**config.mk**
```make
export PLATFORM = sky130hd
export DESIGN_NAME = alu_req_arbiter
export DESIGN_NICKNAME = d
export VERILOG_FILES = /design/src/rtl/alu_req_arbiter.sv
export SDC_FILE = /design/constraint.sdc
export NUM_CORES = 1
export LEC_CHECK = 0
export CELL_PAD_IN_SITES_DETAIL_PLACEMENT = 1
export CELL_PAD_IN_SITES_GLOBAL_PLACEMENT = 1
export CORE_AREA = 2 2 138 140
export DETAILED_ROUTE_END_ITERATION = 12
export DIE_AREA = 0 0 140 142
export DONT_BUFFER_PORTS = 1
export GPL_ROUTABILITY_DRIVEN = 0
export PLACE_DENSITY_LB_ADDON = 0.25
export SETUP_SLACK_MARGIN = 0.1
export SYNTH_ARGS = -nofsm -noshare
export SYNTH_HDL_FRONTEND = slang
export SYNTH_SLANG_ARGS = --single-unit
```
**constraint.sdc**
```tcl
create_clock -name CLK -period 1.7 [get_ports CLK]
set_input_delay 0.34 -clock CLK [delete_from_list [all_inputs] [get_ports CLK]]
set_output_delay 0.34 -clock CLK [all_outputs]
set_load 0.01 [all_outputs]
```
**src/rtl/alu_req_arbiter.sv**
```systemverilog
// alu_req_arbiter: shares one ALU between two requesters. It grants
// requests round-robin, runs the ALU op and returns a held response.
// Optional build macro ALU_ARB_FIXED_PRIO_EN: requester 0 always wins ties.
// Ports:
//   CLK, RST (async, active-low)
//   req0/req1 : valid/ready + op1/op2/oprn payload (ready is combinational)
//   rsp0/rsp1 : valid/ready; shared rsp_rh/rsp_rl/rsp_zero/rsp_err
//   alu_*     : operand/opcode out, rh/rl/done/zero in
module alu_req_arbiter #(
   parameter int DATA_WIDTH = 32,
   parameter int OPRN_WIDTH = 6,
   parameter int TIMEOUT    = 64
) (
   input  logic                  CLK,
   input  logic                  RST,
   input  logic                  req0_valid,
   output logic                  req0_ready,
   input  logic [DATA_WIDTH-1:0] req0_op1,
   input  logic [DATA_WIDTH-1:0] req0_op2,
   input  logic [OPRN_WIDTH-1:0] req0_oprn,
   input  logic                  req1_valid,
   output logic                  req1_ready,
   input  logic [DATA_WIDTH-1:0] req1_op1,
   input  logic [DATA_WIDTH-1:0] req1_op2,
   input  logic [OPRN_WIDTH-1:0] req1_oprn,
   output logic                  rsp0_valid,
   input  logic                  rsp0_ready,
   output logic                  rsp1_valid,
   input  logic                  rsp1_ready,
   output logic [DATA_WIDTH-1:0] rsp_rh,
   output logic [DATA_WIDTH-1:0] rsp_rl,
   output logic                  rsp_zero,
   output logic                  rsp_err,
   output logic [DATA_WIDTH-1:0] alu_op1,
   output logic [DATA_WIDTH-1:0] alu_op2,
   output logic [OPRN_WIDTH-1:0] alu_oprn,
   input  logic [DATA_WIDTH-1:0] alu_rh,
   input  logic [DATA_WIDTH-1:0] alu_rl,
   input  logic                  alu_done,
   input  logic                  alu_zero
);

   typedef enum logic [1:0] {
      S_IDLE,
      S_ISSUE,
      S_WAIT,
      S_RESP
   } state_t;

   localparam logic [7:0] TMO_LAST = 8'(TIMEOUT - 1);

   state_t                state_q, state_d;
   logic                  last_grant_q, last_grant_d;
   logic                  grant_q, grant_d;
   logic [7:0]            cnt_q, cnt_d;
   logic [DATA_WIDTH-1:0] op1_q, op1_d;
   logic [DATA_WIDTH-1:0] op2_q, op2_d;
   logic [OPRN_WIDTH-1:0] oprn_q, oprn_d;
   logic [DATA_WIDTH-1:0] rh_q, rh_d;
   logic [DATA_WIDTH-1:0] rl_q, rl_d;
   logic                  zero_q, zero_d;
   logic                  err_q, err_d;
   logic                  v0_q, v0_d;
   logic                  v1_q, v1_d;

   logic idle;
   logic win1;
   logic rsp_ack;

   assign idle = (state_q == S_IDLE);

   // win1: requester 1 is the winner if it requests and requester 0
   // either does not, or (round-robin) had the last grant.
`ifdef ALU_ARB_FIXED_PRIO_EN
   assign win1 = req1_valid & ~req0_valid;
`else
   assign win1 = req1_valid & (~req0_valid | ~last_grant_q);
`endif

   // Gated by RST so no grant is offered while reset is held.
   assign req0_ready = RST & idle & req0_valid & ~win1;
   assign req1_ready = RST & idle & win1;

   // Only the granted port's ready can close the response.
   assign rsp_ack = grant_q ? rsp1_ready : rsp0_ready;

   always_comb begin
      state_d      = state_q;
      last_grant_d = last_grant_q;
      grant_d      = grant_q;
      cnt_d        = cnt_q;
      op1_d        = op1_q;
      op2_d        = op2_q;
      oprn_d       = oprn_q;
      rh_d         = rh_q;
      rl_d         = rl_q;
      zero_d       = zero_q;
      err_d        = err_q;
      v0_d         = v0_q;
      v1_d         = v1_q;
      unique case (state_q)
         S_IDLE: begin
            if (req0_ready | req1_ready) begin
               grant_d      = win1;
               last_grant_d = win1;
               cnt_d        = '0;
               op1_d        = win1 ? req1_op1 : req0_op1;
               op2_d        = win1 ? req1_op2 : req0_op2;
               oprn_d       = win1 ? req1_oprn : req0_oprn;
               state_d      = S_ISSUE;
            end
         end
         S_ISSUE: begin
            // done may still be high from the previous op here
            state_d = S_WAIT;
         end
         S_WAIT: begin
            cnt_d = cnt_q + 8'd1;
            if (alu_done) begin
               rh_d    = alu_rh;
               rl_d    = alu_rl;
               zero_d  = alu_zero;
               err_d   = 1'b0;
               v0_d    = ~grant_q;
               v1_d    = grant_q;
               state_d = S_RESP;
            end else if (cnt_q == TMO_LAST) begin
               rh_d    = '0;
               rl_d    = '0;
               zero_d  = 1'b0;
               err_d   = 1'b1;
               v0_d    = ~grant_q;
               v1_d    = grant_q;
               state_d = S_RESP;
            end
         end
         S_RESP: begin
            if (rsp_ack) begin
               v0_d    = 1'b0;
               v1_d    = 1'b0;
               state_d = S_IDLE;
            end
         end
         default: state_d = S_IDLE;
      endcase
   end

   always_ff @(posedge CLK or negedge RST) begin
      if (!RST) begin
         state_q      <= S_IDLE;
         last_grant_q <= 1'b1;
         grant_q      <= 1'b0;
         cnt_q        <= '0;
         op1_q        <= '0;
         op2_q        <= '0;
         oprn_q       <= '0;
         rh_q         <= '0;
         rl_q         <= '0;
         zero_q       <= 1'b0;
         err_q        <= 1'b0;
         v0_q         <= 1'b0;
         v1_q         <= 1'b0;
      end else begin
         state_q      <= state_d;
         last_grant_q <= last_grant_d;
         grant_q      <= grant_d;
         cnt_q        <= cnt_d;
         op1_q        <= op1_d;
         op2_q        <= op2_d;
         oprn_q       <= oprn_d;
         rh_q         <= rh_d;
         rl_q         <= rl_d;
         zero_q       <= zero_d;
         err_q        <= err_d;
         v0_q         <= v0_d;
         v1_q         <= v1_d;
      end
   end

   assign alu_op1    = op1_q;
   assign alu_op2    = op2_q;
   assign alu_oprn   = oprn_q;
   assign rsp_rh     = rh_q;
   assign rsp_rl     = rl_q;
   assign rsp_zero   = zero_q;
   assign rsp_err    = err_q;
   assign rsp0_valid = v0_q;
   assign rsp1_valid = v1_q;

endmodule

```
==> out/results.ini, run 1 <==
[finish]
fin_cells = 843
antennaDiodeCount = 0
post_route_cells_drive_above_1_share_pct = 33.00
fin_util_pct = 46.68
layout.cells.most_common = dfrtp_1
final_design_area_no_fill_sq_um = 8616
area.growth.synth_to_final_pct = 34.89
mostFrequentLayoutCells = dfrtp_1, mux2i_1, a22o_1, o21ai_1, nand2_1
final_nets = 813
area.sequential_sq_um = 3755
multi_input_area_sq_um = 2816
nFillCells = 1859

[detailed_routing]
routedWlPerCell_um = 25.04
postRouteWirelength_mm = 21.11
drt_iter0_markers = 182
detail_route.vias_per_cell = 5.610
drt_pass1_iterations = 12
post_route_ant_nets = 0
number_of_vias_in_the_routed_layout = 4729
remaining_drc_errors = 25

[timing]
hold_ws_ps = -374.4
total_setup_violations_reported_at_the_end_of_the_flow = 25
timing_hold_violations_final = 150
fin_tns_setup_ps = -261.5
slew_violations = 0
period_needed_ps = 1738
fmax_ghz = 0.5755
rsz0062_at_grt = true
final_min_period_over_clock_period_pct = 102.2
timing_worst_slew_pin_value_ps = 498.7
slew-limit-headroom_pct = 66.63
layout_setup_ws_ps = -37.66
fin_skew_ps = 18.49

[die]
die_footprint_sq_um = 19880
start_util_pct = 34.61
core_area_sq_um = 18460
die-width_um = 140
placement_rows = 50
design.portCount = 352
floorplan.die.height_um = 142

[setup_path]
critical_path.cell_chain = ha_4, nand3_4, nor4_4, o21ai_4, clkbuf_16, a22o_1
critPathBufInv = 1
cp-end-kind = flop
cpPeakStageDelay_ps = 420
timing.critical_path.from_type = flop
worstSetupPathDepth = 6
rr_worst_depth = 6
timing.setup.critical_path_class = reg -> reg
critical_path_fanout_max = 16
crit_required_ps = 2040
crit_family = compound AO/OA/AOI/OAI gates
slowest_stage = o21ai_4
cp_data_arrival_time_ps = 2080

[global_route]
grt_pass1_vias = 4992
globalRouteOverflowTotal = 0
grt_max_degree = 156
first_pass_grt_wire_length_mm = 28.26
grt_usage_pct = 18.63
number_of_antenna_violations_at_the_first_check_in_global_routing = 0

[clock_network]
root_buffer = clkbuf_16
clockBufferDepth = 2
number_of_buffers_created_by_cts = 17
cts.clk_slew.worst_paths_ps = 60
insertion_delay_ps = 420
h-tree-depth = 4
tritoncts = done
cts.sink_count = 150

[place]
dpl_cell_area_sq_um = 6760
hpwl_mm = 12.37
dp.cells = 760
buffers_on_ports = 0

[synthesis]
synth_enable_flop_cells = 0
yosysWarningCount = 0
syn_avg_cell_area_sq_um = 11.78
dominantRegCellSynth = dfrtp_1
ys_seq_elements = 150
yosysSeqAreaShare_pct = 58.79
syn_inst = 542
synth-async-reset-ratio_pct = 100.0
synth_nets = 759
ys_types = 37
netlist_area_sq_um = 6387

[run]
drv_cap = 0

[power_and_ir_drop]
netSwitchingFraction_pct = 37.68
combPwrFrac_pct = 33.8
p_clk_share_pct = 21.8
power.density_cell_area_nw_per_um2 = 1908
seqPwrFrac_pct = 44.4
worst_ir_drop_vdd_mv = 0.7312
p_int_uw = 10240
total_leakage_power_uw = 0.003963
total_switching_power_uw = 6194

[status]
failed_checks = DRC, hold timing, setup timing
run_status = finished, violations left

[hold_path]
min-delay-path-class = in -> async

==> worst register-to-register path: stages (launching register included) <==
cell       delay, ps
dfrtp_1          410
ha_4             190
nand3_4          130
nor4_4            60
o21ai_4          420
clkbuf_16        290
a22o_1           170
==> cells in the mapped netlist (3+ instances only) <==
library cell	instances	share of area (%)
inv_1	4	0.23
nand2_1	82	4.8
dfrtp_1	149	58
nand3_1	6	0.47
buf_2	5	0.39
mux2_1	3	0.53
ha_1	5	0.98
nor2_1	7	0.41
buf_6	6	1.1
buf_4	7	0.82
mux2i_1	72	11
clkbuf_1	22	1.3
a22o_1	67	9.2
o21ai_0	77	6.0
==> metrics by stage <==
step                      worst slack [ps]  total power, uW
after global placement               77.38            10410
after floorplan                      82.47             9364
after CTS                           -22.23            15210
after global routing                -91.86            17370
final                               -37.66            16440
after detailed placement            -52.36            10660
==> state kept, by name, indices dropped and copies added, names as in the netlist, 2 cells and up <==
signal    cells
alu_oprn      6
alu_op1      32
rsp_rh       32
alu_op2      32
state_q       2
cnt_q         8
rsp_rl       32
==> final timing paths <==
path                       slack, ps           end         from
setup / recovery                 -40    rsp_rh[22]     cnt_q[1]
hold / removal                  -370    rsp_rh[29]          RST
setup reg to reg                 -40    rsp_rh[22]     cnt_q[1]
hold reg to reg                  550   alu_op2[10]  alu_op2[10]
max in group asynchronous       1680  last_grant_q          RST
min in group CLK                  60    rsp_rh[18]   alu_rh[18]
==> logic make-up (layout without fill, tap and decap cells) <==
kind of cell    count (synthesis)  count (layout)  share of synthesized area (%)
flops                         150             150                          58.79
compound gates                159             159                          17.20
simple gates                  109             109                          7.424
buf+inv                        44             111                          3.800
fa+ha+maj                       5               5                         0.9794
mux                            75              75                          11.81
==> cell type report <==
type	count	share of cell area [%]
Inverter	4	0.1743
Clock inverter	13	1.292
Sequential cell	150	43.58
Clock buffer	19	5.257
Timing Repair Buffer	75	13.61
Tap cell	234	3.398
Multi-Input combinational cell	348	32.69
==> power groups by stage <==
stage	logic (uW)	registers [uW]	clock network [uW]
finish	5550	7300	3590
global route	6040	7470	3870
CTS	4320	7190	3700
detailed placement	3440	7230	0
global placement	3190	7230	0
floorplan	2610	6750	0
==> layer usage <==
layer	up-vias	share of wire, %	track usage [%]	wire length (um)
met5	-	0	0	0
met4	0	1.4	5.369	296
met3	22	8.1	6.561	1700
met2	252	56	34.59	11800
met1	2371	35	20.08	7315
li1	2084	-	-	-
==> repair_timing <==
action	4_1_cts	5_1_grt
endpoints found under the setup margin	134	146
buffers inserted	17	6
gates resized for setup	36	167
cloned	7	21
pin swaps	35	28
endpoints found under the hold margin	150	150
(Power assumes the default switching activity.)
==> inputs of run 2 (changes only) <==
--- a/config.mk
+++ b/config.mk
@@ -8,6 +8,7 @@
 export CELL_PAD_IN_SITES_DETAIL_PLACEMENT = 1
 export CELL_PAD_IN_SITES_GLOBAL_PLACEMENT = 1
 export CORE_AREA = 2 2 138 140
+export CTS_CLUSTER_DIAMETER = 50
 export DETAILED_ROUTE_END_ITERATION = 12
 export DIE_AREA = 0 0 140 142
 export DONT_BUFFER_PORTS = 1
==> results of run 2 <==
No change in the layout: final DEF, timing and power equal those of run 1.
==> inputs of run 3 (changes only) <==
--- a/config.mk
+++ b/config.mk
@@ -5,12 +5,13 @@
 export SDC_FILE = /design/constraint.sdc
 export NUM_CORES = 1
 export LEC_CHECK = 0
+export ABC_AREA = 1
 export CELL_PAD_IN_SITES_DETAIL_PLACEMENT = 1
 export CELL_PAD_IN_SITES_GLOBAL_PLACEMENT = 1
-export CORE_AREA = 2 2 138 140
+export CORE_AREA = 2 2 136 138
 export CTS_CLUSTER_DIAMETER = 50
 export DETAILED_ROUTE_END_ITERATION = 12
-export DIE_AREA = 0 0 140 142
+export DIE_AREA = 0 0 138 140
 export DONT_BUFFER_PORTS = 1
 export GPL_ROUTABILITY_DRIVEN = 0
 export PLACE_DENSITY_LB_ADDON = 0.25
==> run 3 against run 2 <==
Net effect: the flow finishes with violations (hold timing, setup timing); design area decreased by 0.16%; sequential share of layout area increased by 0.070 points; combinational power rose by 5.2%; final cell count grew 27%; via count grew 25%; clock skew is 8.9 ps lower; first-iteration DRC count grew 23%; critical endpoint is now req0_ready; largest cell class unchanged.
==> out/results.ini, run 3 <==
[timing]
fin_tns_setup_ps = -2734  ; -2473 ps
timing_worst_slew_pin_value_ps = 285.6  ; -213.1 ps
slew_violations = 0  ; unchanged
fin_skew_ps = 9.557  ; -8.928 ps
fmax_ghz = 0.5519  ; -4.1%
timing_hold_violations_final = 150  ; unchanged
layout_setup_ws_ps = -112.1  ; -74.40 ps
total_setup_violations_reported_at_the_end_of_the_flow = 55  ; +120%
slew-limit-headroom_pct = 80.89  ; +14 points
period_needed_ps = 1812  ; +74.40 ps
final_min_period_over_clock_period_pct = 106.6  ; +4.4 points
rsz0062_at_grt = true
hold_ws_ps = -401.8  ; -27.45 ps

[global_route]
grt_usage_pct = 23.60  ; +5.0 points
first_pass_grt_wire_length_mm = 35.67  ; +26%
globalRouteOverflowTotal = 0  ; unchanged
grt_max_degree = 152  ; -2.6%
grt_pass1_vias = 6237  ; +25%
number_of_antenna_violations_at_the_first_check_in_global_routing = 1  ; +1

[synthesis]
synth_enable_flop_cells = 0  ; unchanged
ys_types = 24  ; -35%
synth.most_common_cell = nand2_1
dominantRegCellSynth = dfrtp_1
ys_seq_elements = 150  ; unchanged
syn_avg_cell_area_sq_um = 8.410  ; -29%
yosys.area.top_type = dfrtp_1
yosysSeqAreaShare_pct = 56.94  ; -1.8 points
synth_nets = 1001  ; +32%
syn_inst = 784  ; +45%
yosys-top-cells-count = nand2_1, dfrtp_1, nand3_1, nor2_1, a31oi_1
netlist_area_sq_um = 6594  ; +3.2%
synthDominantCellAreaShare_pct = 56.55  ; -1.8 points
synth-async-reset-ratio_pct = 100.0  ; unchanged
yosysWarningCount = 0  ; unchanged
yosys-top-cells-area = dfrtp_1, nand2_1, a31oi_1

[status]
run_status = finished, violations left
failed_checks = hold timing, setup timing

[setup_path]
crit_required_ps = 1360  ; -680 ps
timing.setup.critical_path_class = reg -> out
critPathLaunch = state_q[0]
cp-end-kind = output pin
timing.rr.end = alu_op1[7]
slowest_stage = dfrtp_1
rrSetupSlack_ps = -100  ; -60 ps
critical_path_fanout_max = 2  ; -14
timing.critical_path.from_type = flop
timing.critical_path.mode_cell = nand2_4
capture_point_of_the_worst_path = req0_ready
worstReg2RegStart = state_q[0]
cpPeakStageDelay_ps = 400  ; -20 ps
rr_worst_depth = 12  ; +6
cp_data_arrival_time_ps = 1470  ; -610 ps
critical_path.cell_chain = inv_2, ha_4, nand2_4, inv_4, nand2_4, a21oi_2, buf_4

[clock_network]
insertion_delay_ps = 430  ; about the same
cts.clk_slew.worst_paths_ps = 70  ; about the same
root_buffer = clkbuf_16
clockBufferDepth = 2  ; unchanged
cts.sink_count = 150  ; unchanged
tritoncts = done
number_of_buffers_created_by_cts = 17  ; unchanged
h-tree-depth = 4  ; unchanged

[power_and_ir_drop]
total_chip_power_uw = 17020  ; +3.5%
seqPwrFrac_pct = 43.6  ; -0.8 points
combPwrFrac_pct = 34.3  ; +0.5 points
p_clk_share_pct = 22.1  ; +0.3 points
netSwitchingFraction_pct = 40.20  ; +2.5 points
total_leakage_power_uw = 0.004067  ; +2.6%
worst_ir_drop_vdd_mv = 0.7540  ; +3.1%
power.density_cell_area_nw_per_um2 = 1979  ; +3.7%
total_switching_power_uw = 6842  ; +10%
p_int_uw = 10180  ; -0.64%

[die]
die-width_um = 138  ; -1.4%
floorplan.die.height_um = 140  ; -1.4%
placement_rows = 49  ; -2.0%
design.portCount = 352  ; unchanged
die_footprint_sq_um = 19320  ; -2.8%
core_area_sq_um = 17780  ; -3.7%
start_util_pct = 37.09  ; +2.5 points

[detailed_routing]
remaining_drc_errors = 0  ; -100%
postRouteWirelength_mm = 24.32  ; +15%
detail_route.vias_per_cell = 5.495  ; -2.0%
number_of_vias_in_the_routed_layout = 5902  ; +25%
drt_pass1_iterations = 4  ; -8
drt_iter0_markers = 224  ; +23%
post_route_ant_nets = 0  ; unchanged
routedWlPerCell_um = 22.64  ; -9.6%

[finish]
area.sequential_sq_um = 3755  ; unchanged
fin_cells = 1074  ; +27%
fin_util_pct = 48.38  ; +1.7 points
multi_input_area_sq_um = 2745  ; -2.5%
mostFrequentLayoutCells = nand2_1, dfrtp_1, nand3_1, nor2_1, a31oi_1
layout.cells.most_common = nand2_1
nFillCells = 2025  ; +8.9%
area.growth.synth_to_final_pct = 30.46
final_nets = 1048  ; +29%
post_route_cells_drive_above_1_share_pct = 17.54  ; -15 points

[run]
drv_cap = 0  ; unchanged

[place]
hpwl_mm = 14.83  ; +20%
dp.cells = 980  ; +29%
buffers_on_ports = 0  ; unchanged

[hold_path]
min-delay-path-class = in -> async

## run 3: cell count changes after synthesis, sizes merged, moves of 9 or more
cell   change
mux2i     -72
inv       +11
a31oi     +70
nand2    +230
o21ai     -66
nand3     +75
nor2      +69
a22o      -67
buf        +9
## run 3: stage by stage
| step | setup WS [ps] | area (sq um) |
|---|---|---|
| 2_1_floorplan | 156.4 | 6594 |
| 3_3_place_gp | 102.0 | 6860 |
| 3_5_place_dp | -24.74 | 6860 |
| 4_1_cts | -107.7 | 8250 |
| 5_1_grt | -191.8 | 8602 |
| 6_report | -112.1 | 8602 |
## run 3: how the worst min path moves through the flow
stage                     from         end  slack, ps  depth (start not counted)
after floorplan            RST  alu_op1[0]         40                          0
after global placement     RST   rsp_rl[3]         50                          0
after detailed placement   RST  rsp_rh[10]         50                          0
after CTS                  RST  rsp_rh[10]       -420                          0
after global routing       RST  rsp_rh[10]       -430                          0
final                      RST   rsp_rl[3]       -400                          0
## run 3: routing by layer
| layer | track usage (%) | routed length [um] | share of wire [%] |
|---|---|---|---|
| met2 | 40.67 | 12500 | 51 |
| met5 | 0 | 0 | 0 |
| met3 | 8.274 | 1894 | 7.8 |
| met1 | 25.92 | 8909 | 37 |
| met4 | 11.92 | 1013 | 4.2 |
## run 3: cell families (layout without fill, tap and decap cells)
| logic type | after synthesis | after routing | share of synthesized area, % |
|---|---|---|---|
| AO/OA/AOI/OAI | 86 | 87 | 7.989 |
| buffers and inverters | 68 | 126 | 5.067 |
| AND/OR/NAND/NOR | 475 | 476 | 29.05 |
| adder cells (fa/ha/maj) | 5 | 5 | 0.9488 |
| other | 0 | 1 | 0 |
| flip-flops | 150 | 150 | 56.95 |
## run 3: area by class of cell
| class | count | share of cell area [%] |
|---|---|---|
| Tap cell | 229 | 3.331 |
| Antenna cell | 1 | 0.02909 |
| Inverter | 15 | 0.7127 |
| Clock inverter | 14 | 1.629 |
| Multi-Input combinational cell | 568 | 31.91 |
| Clock buffer | 18 | 5.105 |
| Sequential cell | 150 | 43.65 |
| Timing Repair Buffer | 79 | 13.63 |
## run 3: power groups by stage
stage | sequential, uW | combinational, uW | clock, uW
after floorplan | 6880 | 2920 | 0
after global routing | 7590 | 6450 | 4040
after global placement | 7420 | 3500 | 0
after CTS | 7430 | 5250 | 3820
after detailed placement | 7460 | 3820 | 0
final | 7410 | 5840 | 3770
## run 3: worst max-delay path, delay by kind of cell (launching register included)
kind / cells / cell delay (ps)
flip-flops: 1 / 400
AO/OA/AOI/OAI: 1 / 100
AND/OR/NAND/NOR: 2 / 100
buffers and inverters: 3 / 290
adder cells (fa/ha/maj): 1 / 150
## run 3: timing repair
action                     CTS  global route
pin swaps                    5            11
buffers inserted            28            13
hold endpoints to repair   150           150
resized for setup           36            31
gates cloned                16             4
setup endpoints to repair  129           146
